`src/rtl/if_pkg.sv`:
```
// Shared types and helpers for the instruction prefetch stage.
package if_pkg;

  localparam int unsigned WORD_W      = 32;
  localparam int unsigned WORD_ADDR_W = 30;

  localparam logic [WORD_W-1:0] NOP = '0;

  typedef enum logic [1:0] {
    FetchIdle,
    FetchReq,
    FetchAccess
  } fetch_state_e;

  // Extracts the slave-index field (top idx_w bits of an addr_w-bit word address).
  function automatic logic [31:0] slave_idx(input logic [63:0]   addr,
                                            input int unsigned   addr_w,
                                            input int unsigned   idx_w);
    logic [63:0] field;
    field = (addr >> (addr_w - idx_w)) & ((64'd1 << idx_w) - 64'd1);
    return field[31:0];
  endfunction

endpackage

```
`src/rtl/if_queue.sv`:
```
// Prefetch FIFO of {pc, insn} entries; pointers carry an extra wrap bit.
module if_queue #(
  parameter int unsigned Width = 62,
  parameter int unsigned Depth = 4
) (
  input  logic                     clk,
  input  logic                     rst,
  input  logic                     push,
  input  logic                     pop,
  input  logic                     clear,
  input  logic [Width-1:0]         wdata,
  output logic [Width-1:0]         rdata,
  output logic [$clog2(Depth):0]   count,
  output logic                     full,
  output logic                     empty
);

  localparam int unsigned PtrW = $clog2(Depth);

  logic [PtrW:0]      wptr_q, rptr_q;
  logic [Width-1:0]   mem_q [Depth];
  logic               do_push, do_pop;

  assign empty   = (wptr_q == rptr_q);
  assign full    = (wptr_q[PtrW] != rptr_q[PtrW]) && (wptr_q[PtrW-1:0] == rptr_q[PtrW-1:0]);
  assign count   = wptr_q - rptr_q;
  assign do_push = push && !full && !clear;
  assign do_pop  = pop && !empty && !clear;
  assign rdata   = mem_q[rptr_q[PtrW-1:0]];

  always_ff @(posedge clk or negedge rst) begin
    if (!rst) begin
      wptr_q <= '0;
      rptr_q <= '0;
    end else if (clear) begin
      wptr_q <= '0;
      rptr_q <= '0;
    end else begin
      if (do_push) wptr_q <= wptr_q + (PtrW + 1)'(1);
      if (do_pop)  rptr_q <= rptr_q + (PtrW + 1)'(1);
    end
  end

  always_ff @(posedge clk) begin
    if (do_push) mem_q[wptr_q[PtrW-1:0]] <= wdata;
  end

endmodule

```
`src/rtl/if_prefetch.sv`:
```
// Instruction fetch stage: runs a fetch pointer ahead of ID, filling a small queue from
// the single-cycle SPM or the shared bus, and drives the IF/ID register from the queue head.
module if_prefetch
  import if_pkg::*;
#(
  parameter int unsigned       DATA_W   = WORD_W,
  parameter int unsigned       ADDR_W   = WORD_ADDR_W,
  parameter int unsigned       DEPTH    = 4,
  parameter int unsigned       IDX_W    = 3,
  parameter int unsigned       SPM_IDX  = 1,
  parameter logic [ADDR_W-1:0] RESET_PC = '0
) (
  input  logic              clk,
  input  logic              rst,
  input  logic              stall,
  input  logic              flush,
  input  logic [ADDR_W-1:0] new_pc,
  input  logic              br_taken,
  input  logic [ADDR_W-1:0] br_addr,
  output logic              busy,
  input  logic [DATA_W-1:0] spm_rd_data,
  output logic [ADDR_W-1:0] spm_addr,
  output logic              spm_as,
  input  logic [DATA_W-1:0] bus_rd_data,
  input  logic              bus_rdy,
  input  logic              bus_grnt,
  output logic              bus_req,
  output logic [ADDR_W-1:0] bus_addr,
  output logic              bus_as,
  output logic              bus_rw,
  output logic [ADDR_W-1:0] if_pc,
  output logic [DATA_W-1:0] if_insn,
  output logic              if_en
);

  localparam int unsigned CntW = $clog2(DEPTH) + 1;
  localparam int unsigned EntW = ADDR_W + DATA_W;

  fetch_state_e      state_q;
  logic [ADDR_W-1:0] fpc_q, if_pc_q, bus_addr_q;
  logic [DATA_W-1:0] if_insn_q;
  logic              if_en_q, bus_req_q, bus_as_q, discard_q;

  logic              redirect, spm_hit, fetch_ok, bus_done, bus_push;
  logic [ADDR_W-1:0] redirect_pc, head_pc;
  logic [DATA_W-1:0] head_insn;
  logic              q_push, q_pop, q_full, q_empty;
  logic [EntW-1:0]   q_wdata, q_rdata;
  logic [CntW-1:0]   q_count;

  assign redirect    = !stall && (flush || br_taken);
  assign redirect_pc = flush ? new_pc : br_addr;
  assign spm_hit     = (slave_idx(64'(fpc_q), ADDR_W, IDX_W) == SPM_IDX);

  // A new fetch may start only from IDLE with room judged on the registered count.
  assign fetch_ok = rst && (state_q == FetchIdle) && (q_count != CntW'(DEPTH)) && !redirect;
  assign spm_as   = fetch_ok && spm_hit;
  assign spm_addr = fpc_q;

  assign bus_done = (state_q == FetchAccess) && bus_rdy;
  assign bus_push = bus_done && !discard_q && !redirect && !q_full;

  assign q_push  = spm_as || bus_push;
  assign q_wdata = spm_as ? {fpc_q, spm_rd_data} : {bus_addr_q, bus_rd_data};
  assign q_pop   = !stall && !redirect && !q_empty;
  assign {head_pc, head_insn} = q_rdata;

  if_queue #(
    .Width (EntW),
    .Depth (DEPTH)
  ) u_queue (
    .clk   (clk),
    .rst   (rst),
    .push  (q_push),
    .pop   (q_pop),
    .clear (redirect),
    .wdata (q_wdata),
    .rdata (q_rdata),
    .count (q_count),
    .full  (q_full),
    .empty (q_empty)
  );

  always_ff @(posedge clk or negedge rst) begin
    if (!rst) begin
      state_q    <= FetchIdle;
      fpc_q      <= RESET_PC;
      bus_req_q  <= 1'b0;
      bus_addr_q <= '0;
      bus_as_q   <= 1'b0;
      discard_q  <= 1'b0;
    end else begin
      if (redirect)    fpc_q <= redirect_pc;
      else if (q_push) fpc_q <= fpc_q + ADDR_W'(1);

      unique case (state_q)
        FetchIdle: begin
          if (fetch_ok && !spm_hit) begin
            state_q    <= FetchReq;
            bus_req_q  <= 1'b1;
            bus_addr_q <= fpc_q;
          end
        end
        FetchReq: begin
          // A grant wins over a same-cycle redirect; the data is then discarded.
          if (bus_grnt) begin
            state_q   <= FetchAccess;
            bus_as_q  <= 1'b1;
            discard_q <= redirect;
          end else if (redirect) begin
            state_q    <= FetchIdle;
            bus_req_q  <= 1'b0;
            bus_addr_q <= '0;
          end
        end
        FetchAccess: begin
          bus_as_q <= 1'b0;
          if (bus_rdy) begin
            state_q    <= FetchIdle;
            bus_req_q  <= 1'b0;
            bus_addr_q <= '0;
            discard_q  <= 1'b0;
          end else if (redirect) begin
            discard_q <= 1'b1;
          end
        end
        default: state_q <= FetchIdle;
      endcase
    end
  end

  always_ff @(posedge clk or negedge rst) begin
    if (!rst) begin
      if_pc_q   <= RESET_PC;
      if_insn_q <= DATA_W'(NOP);
      if_en_q   <= 1'b0;
    end else if (!stall) begin
      if (redirect) begin
        if_pc_q   <= redirect_pc;
        if_insn_q <= DATA_W'(NOP);
        if_en_q   <= 1'b0;
      end else if (!q_empty) begin
        if_pc_q   <= head_pc;
        if_insn_q <= head_insn;
        if_en_q   <= 1'b1;
      end else begin
        if_insn_q <= DATA_W'(NOP);
        if_en_q   <= 1'b0;
      end
    end
  end

  assign busy     = q_empty && (state_q != FetchIdle);
  assign bus_req  = bus_req_q;
  assign bus_addr = bus_addr_q;
  assign bus_as   = bus_as_q;
  assign bus_rw   = 1'b0;
  assign if_pc    = if_pc_q;
  assign if_insn  = if_insn_q;
  assign if_en    = if_en_q;

endmodule

```
`config.mk`:
```
export PLATFORM = sky130hd
export DESIGN_NAME = if_prefetch
export DESIGN_NICKNAME = d
export VERILOG_FILES = /design/src/rtl/if_pkg.sv /design/src/rtl/if_queue.sv /design/src/rtl/if_prefetch.sv
export SDC_FILE = /design/constraint.sdc
export NUM_CORES = 1
export LEC_CHECK = 0
export CELL_PAD_IN_SITES_DETAIL_PLACEMENT = 1
export CELL_PAD_IN_SITES_GLOBAL_PLACEMENT = 2
export CORE_MARGIN = 4
export CORE_UTILIZATION = 38
export CTS_CLUSTER_DIAMETER = 80
export DETAILED_ROUTE_END_ITERATION = 10
export PLACE_DENSITY = 0.79
export SETUP_SLACK_MARGIN = 0.4
export SLEW_MARGIN = 10
export SYNTH_ARGS = -nofsm -noshare
export SYNTH_HDL_FRONTEND = slang
export SYNTH_SLANG_ARGS = --single-unit
```
`constraint.sdc`:
```
create_clock -name clk -period 5.5 [get_ports clk]
set_clock_uncertainty 0.2 [all_clocks]
set_input_delay 1.1 -clock clk [delete_from_list [all_inputs] [get_ports clk]]
set_output_delay 1.1 -clock clk [all_outputs]
set_load 0.01 [all_outputs]
```
Yosys cells after proc, flatten, opt, wreduce, memory -nomap -nowiden. Memory sizes are Yosys's and may differ from the RTL's. Index checks and enable logic that the tools add are counted.

Latch bits: 0. Memories: 1. Memory bits (writable): 248. Logic and storage cells: 107. ROM bits: 0. Bits in registers: 134.

Order comparisons: 0. Eq/ne operators: 15. Reductions and logical operators: 38. Muxes and demuxes: 37. Shift-type cells: 0. Bitwise gates (word level): 1. Add/sub/neg operators: 4. Divide/modulo/power cells: 0. $mul: 0.

Memory list: u_queue.mem_q (words 4, width 62, read ports 1, clocked after memory_dff 0, wr ports 1, line if_queue.sv:21) `logic [Width-1:0] mem_q [Depth];`.

Operators by type and width (number): $mux W30 (9); $pmux W30 S3 (1); $mux W32 (2); $mux W62 (1); $add A30 B1 Y30 const B (1); $logic_and A1 B1 Y1 (18); $mux W1 (12); $mux W3 (4); $reduce_bool A2 Y1 (5); $mux W2 (4); $add A3 B1 Y3 const B (2); $logic_not A1 Y1 (6); $ne A2 B1 Y1 const B (3); $ne A2 B2 Y1 const B (3); $ne A3 B2 Y1 const B (2); $pmux W2 S3 (1); $reduce_and A3 Y1 (2); $reduce_and A5 Y1 (1); $pmux W1 S2 (2); $reduce_and A2 Y1 (2); $eq A3 B1 Y1 const B (1); $eq A3 B3 Y1 (1); $ne A3 B3 Y1 const B (1); $pmux W1 S3 (1); 9 further kinds (10).

Longest topological paths before layout. Gate-level depths: netlist of the first run.

Depth after elaboration: 10. Gate-level depth with buffers: 12. Depth with buffers taken out: 7.

Hierarchy. Synthesis of the first run repeated with hierarchy kept, for this count alone.

Cells, all modules: 1073. Area, all modules: 16316.9 µm².

By module, submodules not included: if_queue (instances 1, seq. area each 7597.3 µm², area an instance 9505.4 µm², cells each 386); if_prefetch (instances 1, seq. area each 3203.1 µm², area an instance 6811.5 µm², cells each 687).

Worst setup path before layout of the first run. OpenSTA, ideal clock, no wires.

Kind: flip-flop to flip-flop. From: register u_queue.rptr_q[1]. To: memory u_queue.mem_q[3][0], enable pin. Data required time: 4.873 ns. Period minus slack after synthesis: 4.386 ns. Setup time: 0.427 ns. Arrival: 3.759 ns. Path buffers: 3. Stages on the path, launching flop included: 11. Setup slack: 1.114 ns. Cells stage by stage: dfrtp_1 -> clkbuf_1 -> clkbuf_1 -> inv_1 -> ha_1 -> and2_1 -> and3_1 -> clkbuf_1 -> o31a_1 -> nor2_1 -> and3_1.

Word-level cells in the longest chain between the ends: 10. Elaborated cells on any way between the ends: 14.

RTL lines: start, declared (line if_queue.sv:20) `logic [PtrW:0] wptr_q, rptr_q;`; start signal, assigned (line if_queue.sv:40) `if (do_pop) rptr_q <= rptr_q + (PtrW + 1)'(1);`; $sub A3 B3 Y3 (line if_queue.sv:26) `assign count = wptr_q - rptr_q;`; $ne A3 B3 Y1 (line if_prefetch.sv:56) `assign fetch_ok = rst && (state_q == FetchIdle) && (q_count != CntW'(DEPTH)) && !redirect;`; $logic_and A1 B1 Y1 (2 in series) (line if_prefetch.sv:56); $logic_and A1 B1 Y1 (line if_prefetch.sv:57) `assign spm_as = fetch_ok && spm_hit;`; $logic_or A1 B1 Y1 (line if_prefetch.sv:63) `assign q_push = spm_as || bus_push;`; $logic_and A1 B1 Y1 (*) (2 in series) (line if_queue.sv:27) `assign do_push = push && !full && !clear;`; $mux W1 (*) (line if_queue.sv:45) `if (do_push) mem_q[wptr_q[PtrW-1:0]] <= wdata;`; $mux W1 (implied by the code) (*) (line if_queue.sv:45); end, declared (line if_queue.sv:21).

Every way passes the cells marked *; elsewhere a longest branch is shown, timed or not.

Worst setup path in the final report of the first run.
From: register u_queue.rptr_q[0]. To: output port spm_as.

Word-level cells in the longest chain between the ends: 5.

RTL lines: $sub A3 B3 Y3 (line if_queue.sv:26); $ne A3 B3 Y1 (line if_prefetch.sv:56); $logic_and A1 B1 Y1 (2 in series) (line if_prefetch.sv:56); $logic_and A1 B1 Y1 (line if_prefetch.sv:57); end, declared (line if_prefetch.sv:23) `output logic spm_as,`.

No other way between the ends.

==> results of run 1 <==
state kept, by name (all words and copies together), names as in the netlist:
signal	count
bus_addr	30
bus_as	1
bus_req	1
discard_q	1
if_en	1
if_insn	32
if_pc	30
spm_addr	30
state_q	2
u_queue.mem_q	248
u_queue.rptr_q	3
u_queue.wptr_q	3
placed cells by master (no fill, tap or decap), drive strengths merged, types with 14 or more instances in the layout:
cell type and instances:
nor2 25, o21ai 17, a22o 32, nor2b 56
nand3 20, buf 22, clkbuf 60, clkdlybuf4s50 254
mux2 92, a211oi 30, a31oi 50, dfrtp 134
o31ai 14, edfxtp 248, nand2 88, mux4 62
stage by stage:
stage | util [%] | cells | power [W] | hold slack, ns
after floorplan | - | 1063 | 0.00478 | 0.309
after global placement | 46.3 | 1809 | 0.00578 | 0.287
after detailed placement | 46.3 | 1809 | 0.00585 | 0.299
after CTS | 49.4 | 1884 | 0.00853 | 0.170
after global routing | 49.4 | 1884 | 0.00882 | 0.188
final | 49.4 | 1884 | 0.00843 | 0.187
path summary, 6_finish.rpt:
check / cells after the start / start / end / slack (ns)
worst max-delay path: 7 / u_queue.rptr_q[0] / spm_as / 0.81
max in group asynchronous: 2 / rst / if_pc[3] / 3.61
worst min register to register: 1 / if_insn[2] / if_insn[2] / 0.32
worst max register to register: 7 / u_queue.rptr_q[0] / u_queue.mem_q[2][17] / 1.39
min in group clk: 1 / if_insn[2] / if_insn[2] / 0.32
worst min-delay path: 1 / rst / bus_addr[16] / 0.19
power groups by stage:
stage	Sequential, W	Clock [W]	Combinational (W)
global placement	0.00379	0	0.00199
global route	0.00377	0.00285	0.00220
floorplan	0.00375	0	0.00103
finish	0.00373	0.00266	0.00204
detailed placement	0.00379	0	0.00205
CTS	0.00374	0.00272	0.00207
cells by family after synthesis:
| logic type | share of synthesized area (%) |
|---|---|
| xor gates and xnor gates | 0.268 |
| buffers and inverters | 2.00 |
| muxes | 15.1 |
| and+or+nand+nor | 7.92 |
| AOI/OAI and AO/OA | 7.74 |
| other | 0.0229 |
| DFF | 66.0 |
| adders and majority gates | 0.918 |
metal layers:
metal | GRT usage (%) | routed length (um)
met1 | 27.7 | 21200
met2 | 34.7 | 23800
met3 | 4.39 | 2820
met4 | 5.26 | 1040
met5 | 0 | 7
cell type report:
type | count | share of cell area [%]
well taps | 539 | 3.24
clock buffers | 60 | 5.50
clock inverters | 15 | 0.726
multi-input cells | 602 | 25.3
repair buffers | 276 | 13.2
inverters | 10 | 0.180
flip-flops and latches | 382 | 51.8
worst max-delay path, delay by kind of cell, from the launching register on:
family,cells,cell delay [ns]
AND/OR/NAND/NOR,4,1.14
flip-flops,1,0.73
buffers and inverters,2,0.52
adder cells (fa/ha/maj),1,0.42
==> flow_metrics.env, run 1 <==
export IMPL_swShare_pct=29.3
export IMPL_drc=0
export IMPL_cts_resized=0
export IMPL_period_share_pct=85.2
export IMPL_tritoncts="done"
export IMPL_hold_class="in2async"
export IMPL_cp_end_kind="output pin"
export IMPL_crit_chain="ha_1 -> nand2_1 -> nor3_1 -> nor2_1 -> nand2_4 -> inv_1 -> clkdlybuf4s50_1"
export IMPL_power_frac_seq_pct=44.3
export IMPL_ys_top_cells_by_count="248 x edfxtp_1, 134 x dfrtp_1, 92 x mux2_2"
export IMPL_maxCapViolCount=0
export IMPL_cp_start_kind="flip-flop"
export IMPL_yosysTopAreaCellShare_pct=45.5
export IMPL_via_per_inst=5.61
export IMPL_fill_cells=4155
export IMPL_yosysSeqAreaShare_pct=66.0
export IMPL_ys_async_sr_fraction_pct=35.1
export IMPL_yosysMostFrequentCell="edfxtp_1"
export IMPL_timing_final_crit_period_ns=4.69
export IMPL_status="completed"
export IMPL_hold_violations=0
export IMPL_rsz0062_at_grt="no"
export IMPL_setup_violations=0
export IMPL_fp_dieArea_mm2=0.0464
export IMPL_avgSynthCellArea_um2=15.4
export IMPL_grt_pass1_wl_um=73600
export IMPL_cts_root_buf="clkbuf_16"
export IMPL_drt_first_iter_violations=713
export IMPL_drtPass1Iterations=5
export IMPL_core_area_mm2=0.0422
export IMPL_area_growth_pct=27.4
export IMPL_combPwrFrac_pct=24.2
export IMPL_final_layout_size_suffix_gt1_share_pct=18.4
export IMPL_synth_seq_cells=382
export IMPL_die_w_um=215
export IMPL_gp_congestion=0.766
export IMPL_cts_path_max_buffers=3
export IMPL_synth_cell_area_mm2=0.0164
export IMPL_io_pins=259
export IMPL_synth_area_leader_cell="edfxtp_1"
export IMPL_num_antenna_cells=0
export IMPL_grt_max_degree=65
export IMPL_dp_hpwl_um=31700
export IMPL_clockPowerShare_pct=31.5
export IMPL_synth_edf_count=248
export IMPL_final_seq_area_mm2=0.0108
export IMPL_slew_viol_final=0
export IMPL_worst_setup_path_type="reg2out"
export IMPL_synth_top_cells_by_area="edfxtp_1 46%, dfrtp_1 20%, mux4_2 8.5%"
export IMPL_synth_warnings=0
export IMPL_synthFlopType="edfxtp_1"
export IMPL_synth_fp_nets=1206
export IMPL_wl_per_cell_um=25.9
export IMPL_net_switching_power_w=0.00247
export IMPL_ys_types=54
export IMPL_slowest_delay_ns=0.73
export IMPL_cts_sink_count=382
export IMPL_vdd_ir_drop_max_mv=0.248
export IMPL_p_per_area_mw_per_mm2=404
export IMPL_cp_data_required_time_ns=4.20
export IMPL_start_util_pct=38.7
export IMPL_syn_inst=1063
export IMPL_cts_hold_buffers=0
export IMPL_worstPathMaxFanout=36
export IMPL_path_clk_slew_ns=0.06
export IMPL_place_area_mm2=0.0195
export IMPL_pre_cts_ws_ns=1.30
export IMPL_tns_ns=0
export IMPL_wl_um=48800
export IMPL_critPathSlowestCell="dfrtp_4"
export IMPL_p_leak_nw=7.32
export IMPL_cts_inserted_buffers=41
export IMPL_post_route_worst_setup_slack_ns=0.815
export IMPL_grt_usage_pct=20.7
export IMPL_final_area_mm2=0.0208
export IMPL_fin_nets=1456
export IMPL_htreeDepth=2
export IMPL_io_buffers=257
export IMPL_grt_pass1_vias=11600
export IMPL_timing_fmax_mhz=213
export IMPL_die_h_um=215
export IMPL_p_int_w=0.00596
export IMPL_rows=75
export IMPL_multi_input_area_mm2=0.00528
export IMPL_antenna_found_initial=1
export IMPL_arrival_ns=3.39
export IMPL_clk_latency_ns=0.58
export IMPL_cts_setup_buffers=0
export IMPL_grt_ovfl_total=0
export IMPL_ant_nets=0
export IMPL_worst_slew_pin_slew_ns=1.19
export IMPL_maxSlewHeadroom_pct=20.6
export IMPL_vias=10600
(Power assumes the default switching activity.)
==> run 2: changes to the inputs <==
--- a/config.mk
+++ b/config.mk
@@ -7,7 +7,6 @@
 export LEC_CHECK = 0
 export CELL_PAD_IN_SITES_DETAIL_PLACEMENT = 1
 export CELL_PAD_IN_SITES_GLOBAL_PLACEMENT = 2
-export CORE_MARGIN = 4
 export CORE_UTILIZATION = 38
 export CTS_CLUSTER_DIAMETER = 80
 export DETAILED_ROUTE_END_ITERATION = 10
==> flow_metrics.env, run 2 (synthesis results as in run 1) <==
export IMPL_final_cell_mix="254 x clkdlybuf4s50_1, 248 x edfxtp_1, 132 x dfrtp_1, 92 x mux2_2, 87 x nand2_1"
export IMPL_grt_usage_pct=22.3
export IMPL_worstPathMaxFanout=7
export IMPL_fill_cells=4092
export IMPL_cts_hold_buffers=0
export IMPL_worst_setup_path_type="reg2out"
export IMPL_r2r_start="u_queue.wptr_q[0]"
export IMPL_setup_violations=0
export IMPL_gp_congestion=0.780
export IMPL_wl_um=48200
export IMPL_maxSlewHeadroom_pct=24.3
export IMPL_pre_cts_ws_ns=1.38
export IMPL_r2r_end="u_queue.mem_q[3][19]"
export IMPL_cts_resized=0
export IMPL_grt_ovfl_total=0
export IMPL_cp_num_buf_inv=3
export IMPL_cts_inserted_buffers=41
export IMPL_cp_end_kind="output pin"
export IMPL_slew_viol_final=0
export IMPL_tritoncts="done"
export IMPL_hold_violations=0
export IMPL_p_leak_nw=7.38
export IMPL_start_util_pct=38.7
export IMPL_drc=0
export IMPL_fp_dieArea_mm2=0.0439
export IMPL_cts_setup_buffers=0
export IMPL_cts_root_buf="clkbuf_16"
export IMPL_rows=75
export IMPL_final_layout_size_suffix_gt1_share_pct=19.3
export IMPL_crit_chain="inv_1 -> ha_1 -> nand2_1 -> nor3_1 -> nor2_1 -> nand2_4 -> inv_1 -> clkdlybuf4s50_1"
export IMPL_r2r_slack_ns=1.78
export IMPL_hold_class="in2async"
export IMPL_rsz0062_at_grt="no"
export IMPL_htreeDepth=2
export IMPL_grt_pass1_wl_um=73100
export IMPL_die_w_um=209
export IMPL_fin_nets=1458
export IMPL_period_share_pct=78.4
export IMPL_via_per_inst=5.59
export IMPL_dp_hpwl_um=30900
export IMPL_die_h_um=209
export IMPL_vias=10600
export IMPL_grt_pass1_vias=11500
export IMPL_io_buffers=257
export IMPL_cp_top_family="simple AND/OR/NAND/NOR gates"
export IMPL_reg2regPathDepth=8
export IMPL_arrival_ns=3.01
export IMPL_path_clk_slew_ns=0.06
export IMPL_slowest_delay_ns=0.73
export IMPL_vdd_ir_drop_max_mv=0.212
export IMPL_cp_num_cells=8
export IMPL_io_pins=259
export IMPL_postLayoutCoreUtil_pct=49.6
export IMPL_maxCapViolCount=0
export IMPL_timing_final_crit_period_ns=4.31
export IMPL_largest_reg_flops=248
export IMPL_final_seq_area_mm2=0.0108
export IMPL_multi_input_area_mm2=0.00528
export IMPL_antenna_found_initial=2
export IMPL_worst_slew_pin_slew_ns=1.14
export IMPL_area_growth_pct=28.0
export IMPL_post_route_worst_setup_slack_ns=1.19
export IMPL_cpMostUsedCell="inv_1"
export IMPL_cp_data_required_time_ns=4.20
export IMPL_drt_first_iter_violations=621
export IMPL_wl_per_cell_um=25.5
export IMPL_cp_start_kind="flip-flop"
export IMPL_p_per_area_mw_per_mm2=409
export IMPL_timing_fmax_mhz=232
export IMPL_grt_max_degree=65
export IMPL_whs_ns=0.274
export IMPL_clk_latency_ns=0.56
export IMPL_drtPass1Iterations=5
export IMPL_critPathSlowestCell="nor3_1"
export IMPL_cts_sink_count=382
export IMPL_tns_ns=0
export IMPL_status="completed"
export IMPL_core_area_mm2=0.0422
export IMPL_final_common_cell="clkdlybuf4s50_1"
export IMPL_cts_path_max_buffers=3
export IMPL_ant_nets=0
[run 2: changes by cell type in the layout (fill, tap and decap cells not counted)]
cell	delta
buf_4	+2
diode_2	+2
clkinvlp_4	+2
clkinv_4	+2
inv_6	+1
clkinv_16	-2
bufinv_16	+3
clkinv_2	+2
clkinv_8	+2
clkbuf_1	-9
[run 2: report_power, final]
part | switching [W] | internal [W]
registers | 0.000266 | 0.00345
logic | 0.00103 | 0.00102
clock network | 0.00117 | 0.00164
[run 2: area by class of cell]
class                   instances  area share, %
flip-flops and latches        382           51.6
multi-input cells             602           25.2
repair buffers                278           13.2
clock buffers                  51           5.32
well taps                     539           3.22
clock inverters                25           1.27
inverters                      10          0.179
diodes                          2         0.0239
[run 2: worst register-to-register path, stage by stage (launching register included)]
cell and delay, ns:
dfrtp_1 0.38, inv_1 0.11, ha_1 0.30, nand2_1 0.11
nor3_1 0.73, nor2_1 0.18, nand2_4 0.13, buf_4 0.80
mux2_2 0.51
[run 2: stage by stage]
stage / instance area, um^2 / instances / total power [W]
4_1_cts: 20900 / 1887 / 0.00866
6_report: 20900 / 1889 / 0.00857
3_5_place_dp: 19600 / 1811 / 0.00584
3_3_place_gp: 19600 / 1811 / 0.00577
5_1_grt: 20900 / 1887 / 0.00892
2_1_floorplan: 16400 / 1063 / 0.00478
[run 2: worst max-delay path by stage]
stage	from	to	slack [ns]
final	u_queue.wptr_q[0]	spm_as	1.19
after global placement	rst	spm_as	1.41
after detailed placement	rst	spm_as	1.38
after floorplan	u_queue.rptr_q[1]	u_queue.mem_q[3][0]	1.11
after global routing	u_queue.wptr_q[0]	spm_as	1.03
after CTS	u_queue.wptr_q[0]	spm_as	1.16
[run 2: layer usage]
layer  wire [um]  part of all wire [%]  up-vias  global-route usage (%)
met1       20800                    43     5542                    29.7
met3        2670                   5.5       58                    4.35
met2       23700                    49      293                    37.5
met5           0                     0        -                       0
li1            -                     -     4669                       -
met4        1040                   2.2        0                    6.07
==> run 3: changes to the inputs <==
--- a/config.mk
+++ b/config.mk
@@ -7,10 +7,10 @@
 export LEC_CHECK = 0
 export CELL_PAD_IN_SITES_DETAIL_PLACEMENT = 1
 export CELL_PAD_IN_SITES_GLOBAL_PLACEMENT = 2
-export CORE_UTILIZATION = 38
+export CORE_UTILIZATION = 35
 export CTS_CLUSTER_DIAMETER = 80
 export DETAILED_ROUTE_END_ITERATION = 10
-export PLACE_DENSITY = 0.79
+export PLACE_DENSITY = 0.77
 export SETUP_SLACK_MARGIN = 0.4
 export SLEW_MARGIN = 10
 export SYNTH_ARGS = -nofsm -noshare
==> constraint.sdc (replaced) <==
create_clock -name clk -period 3.5 [get_ports clk]
set_clock_uncertainty 0.2 [all_clocks]
set_input_delay 0.7 -clock clk [delete_from_list [all_inputs] [get_ports clk]]
set_output_delay 0.7 -clock clk [all_outputs]
set_load 0.01 [all_outputs]
==> flow_metrics.env, run 3 (synthesis results as in run 1) <==
export IMPL_status="completed"
export IMPL_fp_dieArea_mm2=0.0476
export IMPL_grt_usage_pct=20.4
export IMPL_fill_cells=4503
export IMPL_arrival_ns=2.19
export IMPL_dp_cells=1891
export IMPL_timing_fmax_mhz=324
export IMPL_grt_ovfl_total=0
export IMPL_wl_um=48000
export IMPL_htreeDepth=2
export IMPL_cts_hold_buffers=0
export IMPL_cp_data_required_time_ns=2.60
export IMPL_core_area_mm2=0.0458
export IMPL_die_w_um=218
export IMPL_ant_nets=0
export IMPL_largest_reg_flops=248
export IMPL_postLayoutCoreUtil_pct=46.6
export IMPL_place_area_mm2=0.0199
export IMPL_die_h_um=218
export IMPL_tns_ns=0
export IMPL_rows=78
export IMPL_final_area_mm2=0.0213
export IMPL_cts_sink_count=382
export IMPL_worst_slew_pin_slew_ns=1.09
export IMPL_wl_per_cell_um=24.4
export IMPL_dp_hpwl_um=30700
export IMPL_vias=10700
export IMPL_crit_chain="ha_1 -> and2_4 -> and3_4 -> nor2_4 -> nand2_4 -> inv_2 -> clkdlybuf4s15_2"
export IMPL_period_share_pct=88.3
export IMPL_worst_setup_path_type="reg2out"
export IMPL_maxCapViolCount=0
export IMPL_cts_inserted_buffers=43
export IMPL_io_buffers=257
export IMPL_gp_congestion=0.769
export IMPL_cp_end_kind="output pin"
export IMPL_grt_pass1_vias=11400
export IMPL_p_per_area_mw_per_mm2=631
export IMPL_via_per_inst=5.41
export IMPL_maxSlewHeadroom_pct=27.7
export IMPL_slowest_delay_ns=0.47
export IMPL_tritoncts="done"
export IMPL_r2r_slack_ns=0.45
export IMPL_final_cell_mix="252 x clkdlybuf4s50_1, 248 x edfxtp_1, 131 x dfrtp_1, 92 x mux2_2, 87 x nand2_1"
export IMPL_drt_first_iter_violations=574
export IMPL_timing_final_crit_period_ns=3.09
export IMPL_setup_violations=0
export IMPL_path_clk_slew_ns=0.06
export IMPL_grt_max_degree=135
export IMPL_critPathSlowestCell="dfrtp_4"
export IMPL_drc=0
export IMPL_drtPass1Iterations=5
export IMPL_final_layout_size_suffix_gt1_share_pct=21.4
export IMPL_p_leak_nw=7.51
export IMPL_final_cells=1969
export IMPL_worstPathMaxFanout=7
export IMPL_reg2regPathDepth=6
export IMPL_vdd_ir_drop_max_mv=0.355
export IMPL_fin_nets=1480
export IMPL_grt_pass1_wl_um=72200
export IMPL_cts_path_max_buffers=3
export IMPL_cts_root_buf="clkbuf_16"
export IMPL_hold_class="in2async"
export IMPL_cp_start_kind="flip-flop"
export IMPL_clk_latency_ns=0.56
export IMPL_slew_viol_final=0
export IMPL_final_common_cell="clkdlybuf4s50_1"
export IMPL_start_util_pct=35.7
export IMPL_hold_violations=0
export IMPL_rsz0062_at_grt="yes"
export IMPL_io_pins=259
export IMPL_area_growth_pct=30.4
export IMPL_num_antenna_cells=0
export IMPL_antenna_found_initial=2
run 3: critical path: cells and delay by family (launching register included):
| family | cells | cell delay [ns] |
|---|---|---|
| fa+ha+maj | 1 | 0.31 |
| buf+inv | 2 | 0.30 |
| flops | 1 | 0.47 |
| simple gates | 4 | 0.55 |
run 3: final cells by class:
type                       instances  area (um^2)  share of cell area (%)
tap                              600          751                    3.52
sequential                       382        10800                    50.7
clock inverter                    21          141                   0.663
inverter                          10         37.5                   0.176
clock buffer                      56         1170                    5.51
timing repair buffer             298         3060                    14.4
multi-input combinational        602         5350                    25.1
run 3: what timing repair did:
action / CTS / global route
setup buffers: 0 / 1
gates resized for setup: 15 / 9
pin swaps: 1 / 1
endpoints found under the setup margin: 2 / 13
hold endpoints to repair: 0 / 0
run 3: report_power, final:
part	leakage, nW	internal (W)	total (W)	switching [W]
sequential	3.91	0.00541	0.00579	0.000378
clock	0.654	0.00244	0.00427	0.00182
combinational	2.94	0.00168	0.00339	0.00171
total	7.51	0.00954	0.0134	0.00391
run 3: final timing paths:
kind / startpoint / to
setup / recovery: u_queue.rptr_q[0] / spm_as
hold / removal: rst / bus_addr[29]
setup reg to reg: u_queue.rptr_q[0] / spm_addr[7]
hold reg to reg: if_insn[0] / if_insn[0]
max in group asynchronous: rst / u_queue.rptr_q[1]
min in group clk: if_insn[0] / if_insn[0]
run 3: per-layer routing:
| metal | routed length, um | up-vias | GRT usage (%) | part of all wire (%) |
|---|---|---|---|---|
| met1 | 20100 | 5550 | 26.0 | 42 |
| met3 | 3510 | 67 | 5.47 | 7.3 |
| met4 | 1070 | 4 | 5.94 | 2.2 |
| li1 | - | 4711 | - | - |
| met5 | 27 | - | 0 | 0.056 |
| met2 | 23300 | 319 | 34.1 | 49 |
run 3: stage by stage:
step	hold slack, ns	worst slack [ns]	total power [W]
after floorplan	0.204	0.423	0.00752
after global placement	0.292	0.219	0.00917
after detailed placement	0.300	0.199	0.00927
after CTS	0.183	0.319	0.0136
after global routing	0.218	0.335	0.0140
final	0.134	0.410	0.0134
